`config.mk`:
```
export PLATFORM = sky130hd
export DESIGN_NAME = board_input_ctrl
export DESIGN_NICKNAME = d
export VERILOG_FILES = /design/src/rtl/board_input_ctrl.sv
export SDC_FILE = /design/constraint.sdc
export NUM_CORES = 1
export LEC_CHECK = 0
export ABC_AREA = 1
export CORE_MARGIN = 3
export CORE_UTILIZATION = 64
export CTS_CLUSTER_DIAMETER = 100
export CTS_CLUSTER_SIZE = 16
export DETAILED_ROUTE_END_ITERATION = 16
export GPL_ROUTABILITY_DRIVEN = 0
export PLACE_DENSITY_LB_ADDON = 0.12
export SLEW_MARGIN = 10
export SYNTH_ARGS = -nofsm -noshare
export SYNTH_HDL_FRONTEND = slang
export SYNTH_SLANG_ARGS = --single-unit
```
`constraint.sdc`:
```
create_clock -name clock -period 3 [get_ports clock]
set_input_delay 0.75 -clock clock [delete_from_list [all_inputs] [get_ports clock]]
set_output_delay 0.75 -clock clock [all_outputs]
set_load 0.03 [all_outputs]
```
`src/rtl/board_input_ctrl.sv`:
```
// Front-panel input conditioner: sync, debounce, step/run advance strobe.
// Counterpart of the seven-segment output path.

// Two-flop synchronizer plus debounce for a W-bit channel.
// A change of the synced value while a mismatch is pending restarts the count.
module board_input_db #(
   parameter int W               = 1,
   parameter int DEBOUNCE_CYCLES = 200000
) (
   input  logic         clock,
   input  logic         reset,
   input  logic [W-1:0] raw,
   output logic [W-1:0] stable
);
   localparam logic [19:0] CMAX = 20'(DEBOUNCE_CYCLES - 1);

   logic [W-1:0] s1;
   logic [W-1:0] s2;
   logic [W-1:0] s3;
   logic [19:0]  cnt;

   // synchronize, then accept a level only after CMAX+1 matching cycles
   always_ff @(posedge clock) begin
      if (reset) begin
         s1     <= '0;
         s2     <= '0;
         s3     <= '0;
         cnt    <= '0;
         stable <= '0;
      end else begin
         s1 <= raw;
         s2 <= s1;
         s3 <= s2;
         if (s2 == stable) begin
            cnt <= '0;
         end else if (s2 != s3) begin
            cnt <= 20'd1;
         end else if (cnt == CMAX) begin
            stable <= s2;
            cnt    <= '0;
         end else begin
            cnt <= cnt + 20'd1;
         end
      end
   end
endmodule

module board_input_ctrl #(
   parameter int DEBOUNCE_CYCLES = 200000,
   parameter int RUN_DIV         = 50000000,
   parameter int CNT_W           = 16
) (
   input  logic             clock,
   input  logic             reset,
   input  logic             btn_step,
   input  logic             btn_mode,
   input  logic [5:0]       sw_sel,
   output logic             advance,
   output logic             run_mode,
   output logic [5:0]       sel_out,
   output logic [CNT_W-1:0] adv_count
);
   localparam logic [25:0] DMAX = 26'(RUN_DIV - 1);

   typedef enum logic {
      STEP = 1'b0,
      RUN  = 1'b1
   } mode_t;

   mode_t       state;
   logic        step_st;
   logic        mode_st;
   logic        step_q;
   logic        mode_q;
   logic        step_rise;
   logic        mode_rise;
   logic [25:0] div;

   board_input_db #(
      .W               (1),
      .DEBOUNCE_CYCLES (DEBOUNCE_CYCLES)
   ) u_db_step (
      .clock  (clock),
      .reset  (reset),
      .raw    (btn_step),
      .stable (step_st)
   );

   board_input_db #(
      .W               (1),
      .DEBOUNCE_CYCLES (DEBOUNCE_CYCLES)
   ) u_db_mode (
      .clock  (clock),
      .reset  (reset),
      .raw    (btn_mode),
      .stable (mode_st)
   );

   board_input_db #(
      .W               (6),
      .DEBOUNCE_CYCLES (DEBOUNCE_CYCLES)
   ) u_db_sel (
      .clock  (clock),
      .reset  (reset),
      .raw    (sw_sel),
      .stable (sel_out)
   );

   assign step_rise = step_st & ~step_q;
   assign mode_rise = mode_st & ~mode_q;

   // mode FSM and advance generation; a mode toggle swallows any step event
   always_ff @(posedge clock) begin
      if (reset) begin
         state    <= STEP;
         run_mode <= 1'b0;
         step_q   <= 1'b0;
         mode_q   <= 1'b0;
         div      <= '0;
         advance  <= 1'b0;
      end else begin
         step_q  <= step_st;
         mode_q  <= mode_st;
         advance <= 1'b0;
         if (mode_rise) begin
            state    <= (state == STEP) ? RUN : STEP;
            run_mode <= (state == STEP);
            div      <= '0;
         end else if (state == RUN) begin
            if (div == DMAX) begin
               div     <= '0;
               advance <= 1'b1;
            end else begin
               div <= div + 26'd1;
            end
         end else begin
            advance <= step_rise;
         end
      end
   end

   // count issued strobes, wrapping silently
   always_ff @(posedge clock) begin
      if (reset) begin
         adv_count <= '0;
      end else if (advance) begin
         adv_count <= adv_count + CNT_W'(1);
      end
   end
endmodule

```
==> qor.yml, run 1 <==
rows: 36
crit_path_start: "advance"
cts_htree_levels: 4
hold_viol_final: 0
hold_buffers: 0
vdd_ir_drop_max_uv: 445
reg2reg_depth: 8
synthSimpleGateAreaFrac: 0.382
overflow: 0
grt_usage: 0.256
n_antenna_cell: 0
synth-seq-cells: 138
ys_top_cells_by_count: "nand2_1, nor2_1, inv_1"
maxCapViolations: 0
synth_top_family_by_area: "simple AND/OR/NAND/NOR gates"
syn_area_mm2: 0.00670
wirelength_um: 13800
synthMuxAreaShare: 0.00149
cts_tree: "yes"
r2r_slack_ns: 1.19
hold_slack_ns: 0.401
p_leak_nw: 2.90
synth_area_per_cell_um2: 7.04
detail_route.wl_per_cell_um: 12.1
finalPower_mw: 4.01
skew_ns: 0.0115
drt-initial-drc-count: 361
period_share: 0.860
max_freq_mhz: 388
dp_hpwl_um: 9640
numCtsBuffers: 17
synth-adder-area-share: 0.0112
slew_violations: 0
cp_num_buf_inv: 1
cpPeakStageDelay_ns: 0.74
sw_frac_of_total: 0.219
nNetsFinal: 1012
fin_crit_ns: 2.58
r2r_start: "div[1]"
cp.required_ns: 2.25
synth_edf_count: 0
async_flop_share: 0
synth_ff_type: "dfxtp_1"
crit_path_start_kind: "flop"
hold_depth: 2
grt_max_degree: 26
crit_arrival_ns: 1.83
drc: 0
synthTopCellsByArea: "dfxtp_1, nand2_1, nor2_1, inv_1, nor3_1"
die_y_um: 108
syn_inst: 951
setup-violations-final: 0
post_cts_resized: 0
grt_pass1_vias: 5402
final_antenna_net_count: 0
clockBufferDepth: 2
status: "finished, final reports clean"
core-area_mm2: 0.00995
boundaryPins: 34
yosysWarnings: 0
p_switching_mw: 0.879
endpoint: "advance"
critPathTopFamily: "buffers and inverters"
drive_above_1_share: 0.0902
portBuffers: 33
tightest_slew_ns: 0.544
crit_slowest_cell: "clkdlybuf4s50_1"
powerDensity_mw_per_mm2: 519
initial_core_util: 0.673
crit_path_max_fanout: 11
ys_seq_area_frac: 0.413
synth_top_area_frac: 0.413
comb_power_share: 0.029
dieArea_mm2: 0.0117
timing.rr.end: "div[2]"
hold_class: "flop to flop"
clkPwrFrac: 0.507
cts_sinks: 138
yosys.area.top_type: "dfxtp_1"
synth_fp_nets: 967
cp_cell_sequence: "clkdlybuf4s50_1"
path_class: "flop to output port"
post_cts_buffers: 0
clk_latency_ns: 0.55
finalSetupTns_ns: 0
synth-xor-area-share: 0.0445
rsz0062_at_grt: "false"
vias: 5873
die_w_um: 108
slew_headroom: 0.637
synth_cell_types: 42
p_seq_frac: 0.463
critPathCaptureType: "output port"
antenna_found_initial: 0
yosysMostFrequentCell: "nand2_1"
cp_num_cells: 1
vias_per_cell: 5.14
firstDrtPassIters: 5
clock-root-buffer: "clkbuf_8"
clk_pin_slew_ns: 0.06
grt_pass1_wl_um: 24000
synth_compound_area_frac: 0.0512
internal-power_mw: 3.13
area_growth_pct: 15.4
registers in the layout, summed over array words and instances (netlist names):
signal            flops
u_db_step.s1          1
adv_count            16
u_db_step.s3          1
run_mode              1
u_db_mode.stable      1
advance               1
step_q                1
u_db_mode.s3          1
u_db_mode.s2          1
u_db_step.cnt        20
u_db_mode.s1          1
div                  26
u_db_sel.s1           6
u_db_sel.cnt         20
u_db_sel.stable       6
u_db_sel.s3           6
u_db_step.stable      1
mode_q                1
u_db_sel.s2           6
u_db_step.s2          1
u_db_mode.cnt        20
cell type report:
type                    count  area, um2
clock buffers              20        455
clock inverters            12        123
fillers                   760       2230
inverters                 153        577
multi-input cells         649       3280
flip-flops and latches    138       2760
well taps                 133        166
repair buffers             37        360
worst min path at each step:
stage,startpoint,to,slack [ns]
finish,u_db_mode.s1,u_db_mode.s2,0.40
global route,u_db_sel.s1[0],u_db_sel.s2[0],0.42
CTS,u_db_mode.s1,u_db_mode.s2,0.40
detailed placement,u_db_sel.s1[0],u_db_sel.s2[0],0.39
global placement,u_db_mode.s1,u_db_mode.s2,0.39
floorplan,u_db_mode.s1,u_db_mode.s2,0.39
cells in the final DEF (no fill, tap or decap), types with 2 or more instances in the layout:
cell type,synthesis,final
clkbuf_16,0,16
clkinv_2,0,6
clkdlybuf4s50_1,0,33
nand2_1,187,187
clkinv_4,0,2
o21ai_0,15,15
ha_1,6,6
clkbuf_8,0,4
buf_4,2,4
nor3_1,57,57
nor2_1,174,174
nand3b_1,3,3
nand3_4,2,2
xnor2_1,9,9
nand2_2,10,10
dfxtp_1,138,138
a21oi_1,40,40
inv_2,10,10
xor2_1,25,25
a211oi_1,2,2
nor4_1,5,5
nand3_1,36,36
nand2_4,2,2
inv_1,141,141
nor2_4,10,10
nor2_2,7,7
a31oi_1,5,5
bufinv_16,0,2
clkinvlp_4,0,2
nor3b_1,3,3
nand3_2,2,2
nand4_1,32,32
nor3_2,6,6
power by group through the flow:
stage               Combinational, mW  Clock [mW]  Sequential [mW]
global placement                0.114           0             1.90
detailed placement              0.116           0             1.90
global route                    0.132        2.15             1.86
floorplan                      0.0870           0             1.90
CTS                             0.117        2.06             1.86
finish                          0.117        2.03             1.86
kinds of logic (layout without fill, tap and decap cells):
group,count (synthesis),count (layout)
buffers and inverters,164,222
AOI/OAI and AO/OA,65,65
and+or+nand+nor,543,543
muxes,1,1
DFF,138,138
adders and majority gates,6,6
xor gates and xnor gates,34,34
metal layers:
layer,vias to the layer above,share of wire,track usage
met5,-,0,0
met4,0,0.025,0.113
met3,29,0.036,0.0567
met2,107,0.47,0.429
met1,2636,0.47,0.317
li1,3101,-,-
per-stage QoR:
| step | area [um2] | setup slack, ns | util | cells |
|---|---|---|---|---|
| floorplan | 6700 | 1.34 | - | 951 |
| global placement | 7150 | 0.553 | 0.718 | 1110 |
| detailed placement | 7150 | 0.465 | 0.718 | 1110 |
| CTS | 7730 | 0.400 | 0.776 | 1142 |
| global route | 7730 | 0.366 | 0.776 | 1142 |
| finish | 7730 | 0.421 | 0.776 | 1142 |
No activity file was read; power rests on OpenSTA's default activity.
==> inputs of run 2 (changes only) <==
- PLACE_DENSITY: unset -> 0.84
- PLACE_DENSITY_LB_ADDON: 0.12 -> unset
==> qor.yml, run 2 (synthesized netlist as in run 1, its figures left out) <==
crit_path_start: "advance"
wirelength_um: 14000
clock-root-buffer: "clkbuf_8"
crit_slowest_cell: "clkdlybuf4s50_1"
clockBufferDepth: 2
fin_crit_ns: 2.60
final_util: 0.783
cp_num_buf_inv: 1
clk_pin_slew_ns: 0.06
clk_latency_ns: 0.52
hold_class: "flop to flop"
tightest_slew_ns: 0.526
critPathTopFamily: "buffers and inverters"
cp.required_ns: 2.25
die_y_um: 108
detail_route.wl_per_cell_um: 12.3
fill_cells: 750
powerDensity_mw_per_mm2: 542
overflow: 0
critPathCaptureType: "output port"
hp-start: "u_db_sel.s1[2]"
drc: 0
path_class: "flop to output port"
r2r_start: "div[0]"
core-area_mm2: 0.00995
dieArea_mm2: 0.0117
cts_tree: "yes"
die_w_um: 108
grt_usage: 0.257
hold_slack_ns: 0.399
hold_viol_final: 0
hold_buffers: 0
slew_violations: 0
numCtsBuffers: 17
period_share: 0.868
grt_use_met3: 0.0573
final_antenna_net_count: 0
crit_path_max_fanout: 11
vdd_ir_drop_max_uv: 511
layout_common_cells: "nand2_1, nor2_1, inv_1"
dp_hpwl_um: 9860
post_cts_buffers: 0
slew_headroom: 0.647
initial_core_util: 0.673
status: "finished, final reports clean"
p_leak_nw: 2.93
area_growth_pct: 16.4
finalSetupTns_ns: 0
max_freq_mhz: 384
firstDrtPassIters: 5
final_common_cell: "nand2_1"
post_cts_resized: 0
vias: 6016
drive_above_1_share: 0.0901
n_antenna_cell: 0
rows: 36
grt_max_degree: 22
skew_ns: 0.00810
setup-violations-final: 0
rsz0062_at_grt: "false"
antenna_found_initial: 0
cts_htree_levels: 4
vias_per_cell: 5.26
cpPeakStageDelay_ns: 0.76
largest-register: "div"
cp_cell_sequence: "clkdlybuf4s50_1"
drt-initial-drc-count: 361
finalPower_mw: 4.22
nNetsFinal: 1013
largest_reg_flops: 26
busiest_layer: "met2"
crit_arrival_ns: 1.85
grt_pass1_vias: 5740
maxCapViolations: 0
use_met1: 0.307
crit_path_start_kind: "flop"
portBuffers: 33
cts_sinks: 138
boundaryPins: 34
grt_use_met2: 0.457
grt_pass1_wl_um: 24600
run 2: changes by cell type in the layout (fill, tap and decap cells not counted), sizes merged:
cell	before	now
clkbuf	20	18
clkinv	9	6
bufinv	2	5
inv	152	154
buf	4	5
run 2: area by class of cell:
class | instances | area (um2) | share of cell area
inverter | 153 | 577 | 0.0740
sequential | 138 | 2760 | 0.354
clock buffer | 18 | 418 | 0.0536
clock inverter | 14 | 219 | 0.0281
tap | 133 | 166 | 0.0214
timing repair buffer | 38 | 368 | 0.0472
multi-input combinational | 649 | 3280 | 0.421
run 2: metal layers:
metal | vias to the layer above | wire length (um) | share of wire
met3 | 27 | 721 | 0.051
met5 | - | 0 | 0
li1 | 3095 | - | -
met2 | 166 | 7000 | 0.50
met1 | 2728 | 6060 | 0.43
met4 | 0 | 223 | 0.016
run 2: final timing paths:
path | endpoint | slack [ns] | cells past startpoint
min | u_db_sel.s2[2] | 0.40 | 2
max reg2reg | div[11] | 1.20 | 8
max | advance | 0.40 | 1
min reg2reg | u_db_sel.s2[2] | 0.40 | 2
run 2: power by group:
| group | total [mW] | internal, mW | switching [mW] |
|---|---|---|---|
| clock | 2.25 | 1.44 | 0.809 |
| sequential | 1.86 | 1.85 | 0.00840 |
| combinational | 0.118 | 0.0408 | 0.0776 |
| total | 4.22 | 3.33 | 0.895 |
run 2: metrics by stage:
stage	worst slack (ns)	cells	cell area [um2]
CTS	0.380	1143	7790
global route	0.329	1143	7790
finish	0.395	1143	7790
global placement	0.628	1111	7160
floorplan	1.34	951	6700
detailed placement	0.578	1111	7160
